[src/rtl/pipeline_mem_pkg.sv]
// Shared types and constants for the MEM stage (pipeline_mem).
// Optional sub-word access support is enabled by defining MEMSTAGE_SUBWORD_EN.
package pipeline_mem_pkg;

  typedef enum logic {
    IDLE   = 1'b0,
    ACCESS = 1'b1
  } mem_state_t;

  // Access size codes carried on memsize_m when sub-word support is built in.
  localparam logic [1:0] SZ_BYTE = 2'b00;
  localparam logic [1:0] SZ_HALF = 2'b01;
  localparam logic [1:0] SZ_WORD = 2'b10;

  localparam logic [31:0] BADDATA_DEFAULT = 32'hDEADBEEF;

  // True when the low address bits are illegal for the given access size.
  function automatic logic misaligned_addr(input logic [1:0] size, input logic [1:0] lo);
    logic bad;
    case (size)
      SZ_BYTE: bad = 1'b0;
      SZ_HALF: bad = lo[0];
      default: bad = (lo != 2'b00);
    endcase
    return bad;
  endfunction

endpackage

[src/rtl/pipeline_memwb_reg.sv]
// MEM/WB pipeline register: synchronous reset, bubble forces an all-zero entry.
module pipeline_memwb_reg (
  input  logic        clk,
  input  logic        reset,
  input  logic        bubble,
  input  logic        memtoreg_m,
  input  logic        link_m,
  input  logic        regwrite_m,
  input  logic [4:0]  writereg_m,
  input  logic [31:0] aluout_m,
  input  logic [31:0] readdata_m,
  input  logic [31:0] pcplus4_m,
  output logic        memtoreg_w,
  output logic        link_w,
  output logic        regwrite_w,
  output logic [4:0]  writereg_w,
  output logic [31:0] aluout_w,
  output logic [31:0] readdata_w,
  output logic [31:0] pcplus4_w
);

  // Load the stage every cycle; reset or a stall cycle loads a bubble.
  always_ff @(posedge clk) begin
    if (reset || bubble) begin
      memtoreg_w <= 1'b0;
      link_w     <= 1'b0;
      regwrite_w <= 1'b0;
      writereg_w <= 5'd0;
      aluout_w   <= 32'd0;
      readdata_w <= 32'd0;
      pcplus4_w  <= 32'd0;
    end else begin
      memtoreg_w <= memtoreg_m;
      link_w     <= link_m;
      regwrite_w <= regwrite_m;
      writereg_w <= writereg_m;
      aluout_w   <= aluout_m;
      readdata_w <= readdata_m;
      pcplus4_w  <= pcplus4_m;
    end
  end

endmodule

[src/rtl/pipeline_mem.sv]
// MEM stage: issues loads/stores on the data bus, stalls while an access is
// outstanding, and feeds the MEM/WB register.
// Optional macro MEMSTAGE_SUBWORD_EN adds byte/halfword accesses (big-endian lanes).
//
// Bus handshake: dmem_req is registered and held high for the whole access;
// the memory answers with a single-cycle dmem_ack, and dmem_rdata is valid in
// that same cycle. dmem_req drops on the edge that ends the access. dmem_ack
// while no request is pending is ignored.
module pipeline_mem
  import pipeline_mem_pkg::*;
#(
  parameter int unsigned TIMEOUT = 255,
  parameter logic [31:0] BADDATA = BADDATA_DEFAULT
) (
  input  logic        clk,
  input  logic        reset,
  input  logic        memread_m,
  input  logic        memwrite_m,
  input  logic        memtoreg_m,
  input  logic        link_m,
  input  logic        regwrite_m,
  input  logic [4:0]  writereg_m,
  input  logic [31:0] aluout_m,
  input  logic [31:0] writedata_m,
  input  logic [31:0] pcplus4_m,
`ifdef MEMSTAGE_SUBWORD_EN
  input  logic [1:0]  memsize_m,
  input  logic        memsigned_m,
  output logic [3:0]  dmem_be,
`endif
  output logic        dmem_req,
  output logic        dmem_we,
  output logic [31:0] dmem_addr,
  output logic [31:0] dmem_wdata,
  input  logic        dmem_ack,
  input  logic [31:0] dmem_rdata,
  output logic        mem_stall,
  output logic        err,
  output logic        memtoreg_w,
  output logic        link_w,
  output logic        regwrite_w,
  output logic [4:0]  writereg_w,
  output logic [31:0] aluout_w,
  output logic [31:0] readdata_w,
  output logic [31:0] pcplus4_w,
  output logic        dbg_state
);

  mem_state_t  state;
  logic [7:0]  tcount;
  logic        memop;
  logic        misaligned;
  logic        timeout_hit;
  logic [31:0] load_data;
  logic [31:0] store_data;
  logic [31:0] wb_readdata;

  assign memop       = memread_m | memwrite_m;
  assign timeout_hit = (state == ACCESS) && !dmem_ack && (tcount == 8'(TIMEOUT - 1));
  assign dbg_state   = (state == ACCESS);

`ifdef MEMSTAGE_SUBWORD_EN
  logic [3:0]  be_next;
  logic [31:0] lane_shift;

  // Alignment, lane enables, store replication and load extraction per size.
  always_comb begin
    misaligned = misaligned_addr(memsize_m, aluout_m[1:0]);
    lane_shift = dmem_rdata >> (5'd8 * (5'd3 - {3'd0, aluout_m[1:0]}));
    be_next    = 4'b1111;
    store_data = writedata_m;
    load_data  = dmem_rdata;
    case (memsize_m)
      SZ_BYTE: begin
        be_next    = 4'b1000 >> aluout_m[1:0];
        store_data = {4{writedata_m[7:0]}};
        load_data  = {{24{memsigned_m & lane_shift[7]}}, lane_shift[7:0]};
      end
      SZ_HALF: begin
        be_next    = aluout_m[1] ? 4'b0011 : 4'b1100;
        store_data = {2{writedata_m[15:0]}};
        load_data  = aluout_m[1]
                   ? {{16{memsigned_m & dmem_rdata[15]}}, dmem_rdata[15:0]}
                   : {{16{memsigned_m & dmem_rdata[31]}}, dmem_rdata[31:16]};
      end
      default: ;
    endcase
  end
`else
  // Word-only build: any nonzero low address bits are misaligned.
  always_comb begin
    misaligned = misaligned_addr(SZ_WORD, aluout_m[1:0]);
    store_data = writedata_m;
    load_data  = dmem_rdata;
  end
`endif

  // Stall and writeback read-data selection for the current cycle.
  always_comb begin
    mem_stall   = 1'b0;
    wb_readdata = 32'd0;
    case (state)
      IDLE: begin
        mem_stall = memop && !misaligned;
        if (memread_m && misaligned) wb_readdata = BADDATA;
      end
      ACCESS: begin
        mem_stall = !dmem_ack && !timeout_hit;
        if (dmem_ack) wb_readdata = memread_m ? load_data : 32'd0;
        else if (timeout_hit) wb_readdata = BADDATA;
      end
      default: ;
    endcase
  end

  // Access FSM with registered bus outputs, timeout counter and sticky err.
  always_ff @(posedge clk) begin
    if (reset) begin
      state      <= IDLE;
      tcount     <= 8'd0;
      err        <= 1'b0;
      dmem_req   <= 1'b0;
      dmem_we    <= 1'b0;
      dmem_addr  <= 32'd0;
      dmem_wdata <= 32'd0;
`ifdef MEMSTAGE_SUBWORD_EN
      dmem_be    <= 4'b0000;
`endif
    end else begin
      case (state)
        IDLE: begin
          tcount <= 8'd0;
          if (memop && misaligned) begin
            err <= 1'b1;
          end else if (memop) begin
            state      <= ACCESS;
            dmem_req   <= 1'b1;
            dmem_we    <= memwrite_m;
            dmem_addr  <= {aluout_m[31:2], 2'b00};
            dmem_wdata <= store_data;
`ifdef MEMSTAGE_SUBWORD_EN
            dmem_be    <= be_next;
`endif
          end
        end
        ACCESS: begin
          if (dmem_ack || timeout_hit) begin
            state    <= IDLE;
            tcount   <= 8'd0;
            dmem_req <= 1'b0;
            dmem_we  <= 1'b0;
            if (!dmem_ack) err <= 1'b1;
          end else begin
            tcount <= tcount + 8'd1;
          end
        end
        default: state <= IDLE;
      endcase
    end
  end

  pipeline_memwb_reg u_memwb (
    .clk        (clk),
    .reset      (reset),
    .bubble     (mem_stall),
    .memtoreg_m (memtoreg_m),
    .link_m     (link_m),
    .regwrite_m (regwrite_m),
    .writereg_m (writereg_m),
    .aluout_m   (aluout_m),
    .readdata_m (wb_readdata),
    .pcplus4_m  (pcplus4_m),
    .memtoreg_w (memtoreg_w),
    .link_w     (link_w),
    .regwrite_w (regwrite_w),
    .writereg_w (writereg_w),
    .aluout_w   (aluout_w),
    .readdata_w (readdata_w),
    .pcplus4_w  (pcplus4_w)
  );

endmodule

[config.mk]
export PLATFORM = sky130hd
export DESIGN_NAME = pipeline_mem
export DESIGN_NICKNAME = d
export VERILOG_FILES = /design/src/rtl/pipeline_mem_pkg.sv /design/src/rtl/pipeline_memwb_reg.sv /design/src/rtl/pipeline_mem.sv
export SDC_FILE = /design/constraint.sdc
export NUM_CORES = 1
export LEC_CHECK = 0
export ABC_AREA = 0
export CORE_ASPECT_RATIO = 0.75
export CORE_MARGIN = 2
export CORE_UTILIZATION = 39
export DETAILED_ROUTE_END_ITERATION = 6
export PLACE_DENSITY = 0.74
export SLEW_MARGIN = 10
export SYNTH_ARGS = -nofsm -noshare
export SYNTH_HDL_FRONTEND = slang
export SYNTH_SLANG_ARGS = --single-unit
[constraint.sdc]
create_clock -name clk -period 2.9 [get_ports clk]
set_clock_uncertainty 0.15 [all_clocks]
set_input_delay 0.87 -clock clk [delete_from_list [all_inputs] [get_ports clk]]
set_output_delay 0.87 -clock clk [all_outputs]
set_load 0.005 [all_outputs]
==> impl_metrics.toml <==
[routing]
dr.pass1.iters = 4
drtIter0Drc = 405
via_per_inst = 4.983
final_antenna_net_count = 0
totalWireLength_um = 20720
routedWlPerCell_um = 17.83
drc = 0
vias = 5790

[synthesis]
synth_top_cell_by_area = "dfxtp_1"
yosys_warnings = 0
synth-edff-count = 0
ys.flop_type = "dfxtp_1"
ys_seq_elements = 178
ys_types = 36
synth_top_area_share_pct = 53.81
synthesis.instances = 644
async_flop_share_pct = 0
syn_area_mm2 = 0.006623
syn_area_per_cell_um2 = 10.28
seq_area_frac_synth_pct = 53.81
synthTopCellsByArea = "dfxtp_1, nor3b_2, nand3_1"

[grt]
grt_start_max_net_pins = 66
antenna_found_initial = 0
grt_pass1_wl_um = 30820
gr-total-overflow = 0
gr-usage-all-layers_pct = 22.04
grt_pass1_vias = 5351

[placement]
io_buffers = 311
dpl_cell_area_mm2 = 0.009963
dpl.hpwl_um = 14040
gp_congestion = 0.8029

[pwr]
combPwrFrac_pct = 14.6
p_int_mw = 4.543
sw_frac_of_total_pct = 23.44
powerDensity_mw_per_mm2 = 559.1
power_frac_seq_pct = 44.0
max-vdd-ir-drop_v = 0.0004977
power_switching_mw = 1.391
p_clk_share_pct = 41.4
leakage_nw = 3.801

[timing]
layout_min_cycle_time_ps = 2821
tns_ps = 0
setup-violations-final = 0
fmax_ghz = 0.3545
finalHoldViolations = 0
slew_viol_final = 0
rsz0062_at_grt = "no"
timing.final.crit_share_pct = 97.27
worst_pin_slew_ps = 731.2
relSlewSlack_pct = 51.25
whs_ps = 323.0

[floorplanning]
fp.dieH_um = 116.9
dieArea_mm2 = 0.01805
die_x_um = 154.5
core_mm2 = 0.01672
io_pins = 314
start_util_pct = 39.60
rows = 41

[clock_network]
h-tree-depth = 4
cts_buffers = 17
clkTransAtPathRegs_ps = 70
cts_tree = "yes"
clk-insertion-delay-late_ps = 410
clkSinkCount = 178
clk_path_buf_depth = 2
cts-root-buf = "clkbuf_16"

[run_status]
status = "completed"

[cells_and_area]
n_antenna_cell = 0
syn2layout_area_growth_pct = 60.27
final_nets = 1077
fill_cells = 1416
multi_input_area_mm2 = 0.002728
drive_gt1_share_pct = 17.00
stdcell_area_mm2 = 0.01061
final_common_cell = "clkdlybuf4s50_1"
final_cell_mix = "clkdlybuf4s50_1, dfxtp_1, nand3_1, a21oi_1, o21ai_0"
seqCellArea_mm2 = 0.003563

[job]
drv_cap = 0

[min_path]
hp-class = "reg -> reg"

[worst_setup_path]
cp_max_fo = 2
endpoint_kind = "output port"
critical_path_required_ps = 1880
worstSetupStartpointType = "primary input"
critPathKind = "in -> out"
worstPathArrival_ps = 1800
==> per-stage QoR <==
stage | cells | power (mW) | utilization (%) | setup WS (ps)
global route | 1162 | 6.156 | 63.47 | 2.397
detailed placement | 1129 | 3.535 | 59.58 | -503.8
floorplan | 645 | 2.990 | - | 86.47
CTS | 1162 | 5.994 | 63.45 | 44.46
finish | 1162 | 5.935 | 63.47 | 79.10
global placement | 1129 | 3.526 | 59.58 | -528.4
==> synthesized netlist by cell type, types with 2 or more instances <==
library cell and instances:
nand3_1 68, and2_1 8, nor3b_2 40, buf_4 2, xor2_1 2, nor3b_1 32
a21oi_1 67, o21ai_1 11, o21bai_1 2, buf_2 17, ha_1 2, dfxtp_1 178
buf_1 7, nand2_1 34, a211oi_2 24, a31oi_1 2, a21bo_2 24, or3_1 4
buf_6 10, o21ai_0 54, nor3_1 2, nor2_1 6, clkbuf_1 34, inv_1 2
==> power groups by stage <==
stage / logic [mW] / clock network, mW / registers (mW)
floorplan: 0.309 / 0 / 2.68
global placement: 0.862 / 0 / 2.66
detailed placement: 0.867 / 0 / 2.67
CTS: 0.874 / 2.51 / 2.61
global route: 0.926 / 2.61 / 2.62
finish: 0.867 / 2.46 / 2.61
==> critical path, stage by stage <==
cell	delay, ps
clkdlybuf4s50_1	420
or2_4	250
nand2_4	80
nand2_1	50
buf_2	140
==> path summary, 6_finish.rpt <==
| path | start | endpoint | slack, ps | cells past startpoint |
|---|---|---|---|---|
| max | memwrite_m | mem_stall | 80 | 5 |
| min | tcount[0]$_SDFF_PP0_ | tcount[0]$_SDFF_PP0_ | 320 | 1 |
| max reg2reg | dbg_state$_SDFF_PP0_ | u_memwb.pcplus4_w[17]$_SDFF_PP0_ | 610 | 6 |
| min reg2reg | tcount[0]$_SDFF_PP0_ | tcount[0]$_SDFF_PP0_ | 320 | 1 |
==> state kept, by name, indices dropped and copies added, names as in the netlist, 5 cells and up <==
name                cells
u_memwb.pcplus4_w      32
dmem_wdata             32
dmem_addr              30
tcount                  8
u_memwb.writereg_w      5
u_memwb.readdata_w     32
u_memwb.aluout_w       32
==> timing repair <==
item                                    CTS  global route
resized for setup                        10             1
endpoints found under the setup margin    2             1
endpoints found under the hold margin     0             0
pin swaps                                 2             0
hold buffers                              0             0
setup buffers                             1             0
==> layout make-up <==
| class | instances | area share, % |
|---|---|---|
| clock buffer | 21 | 4.432 |
| tap | 215 | 2.534 |
| timing repair buffer | 340 | 32.15 |
| multi-input combinational | 395 | 25.70 |
| sequential | 178 | 33.57 |
| inverter | 2 | 0.07073 |
| clock inverter | 11 | 1.544 |
==> logic make-up after synthesis <==
group	count (synthesis)	synth area share (%)
adders and majority gates	2	0.3778
buffers and inverters	72	5.649
and+or+nand+nor	199	20.54
other	1	0.05662
xor gates and xnor gates	3	0.3968
AOI/OAI and AO/OA	189	19.18
DFF	178	53.81
==> routing by layer <==
layer | vias up | wire (um) | GRT usage [%]
met5 | - | 0 | 0
met4 | 0 | 204 | 5.556
met3 | 13 | 1875 | 8.395
met2 | 230 | 9530 | 34.88
met1 | 2717 | 9107 | 28.73
li1 | 2830 | - | -
Power figures use the tool's default switching activity.
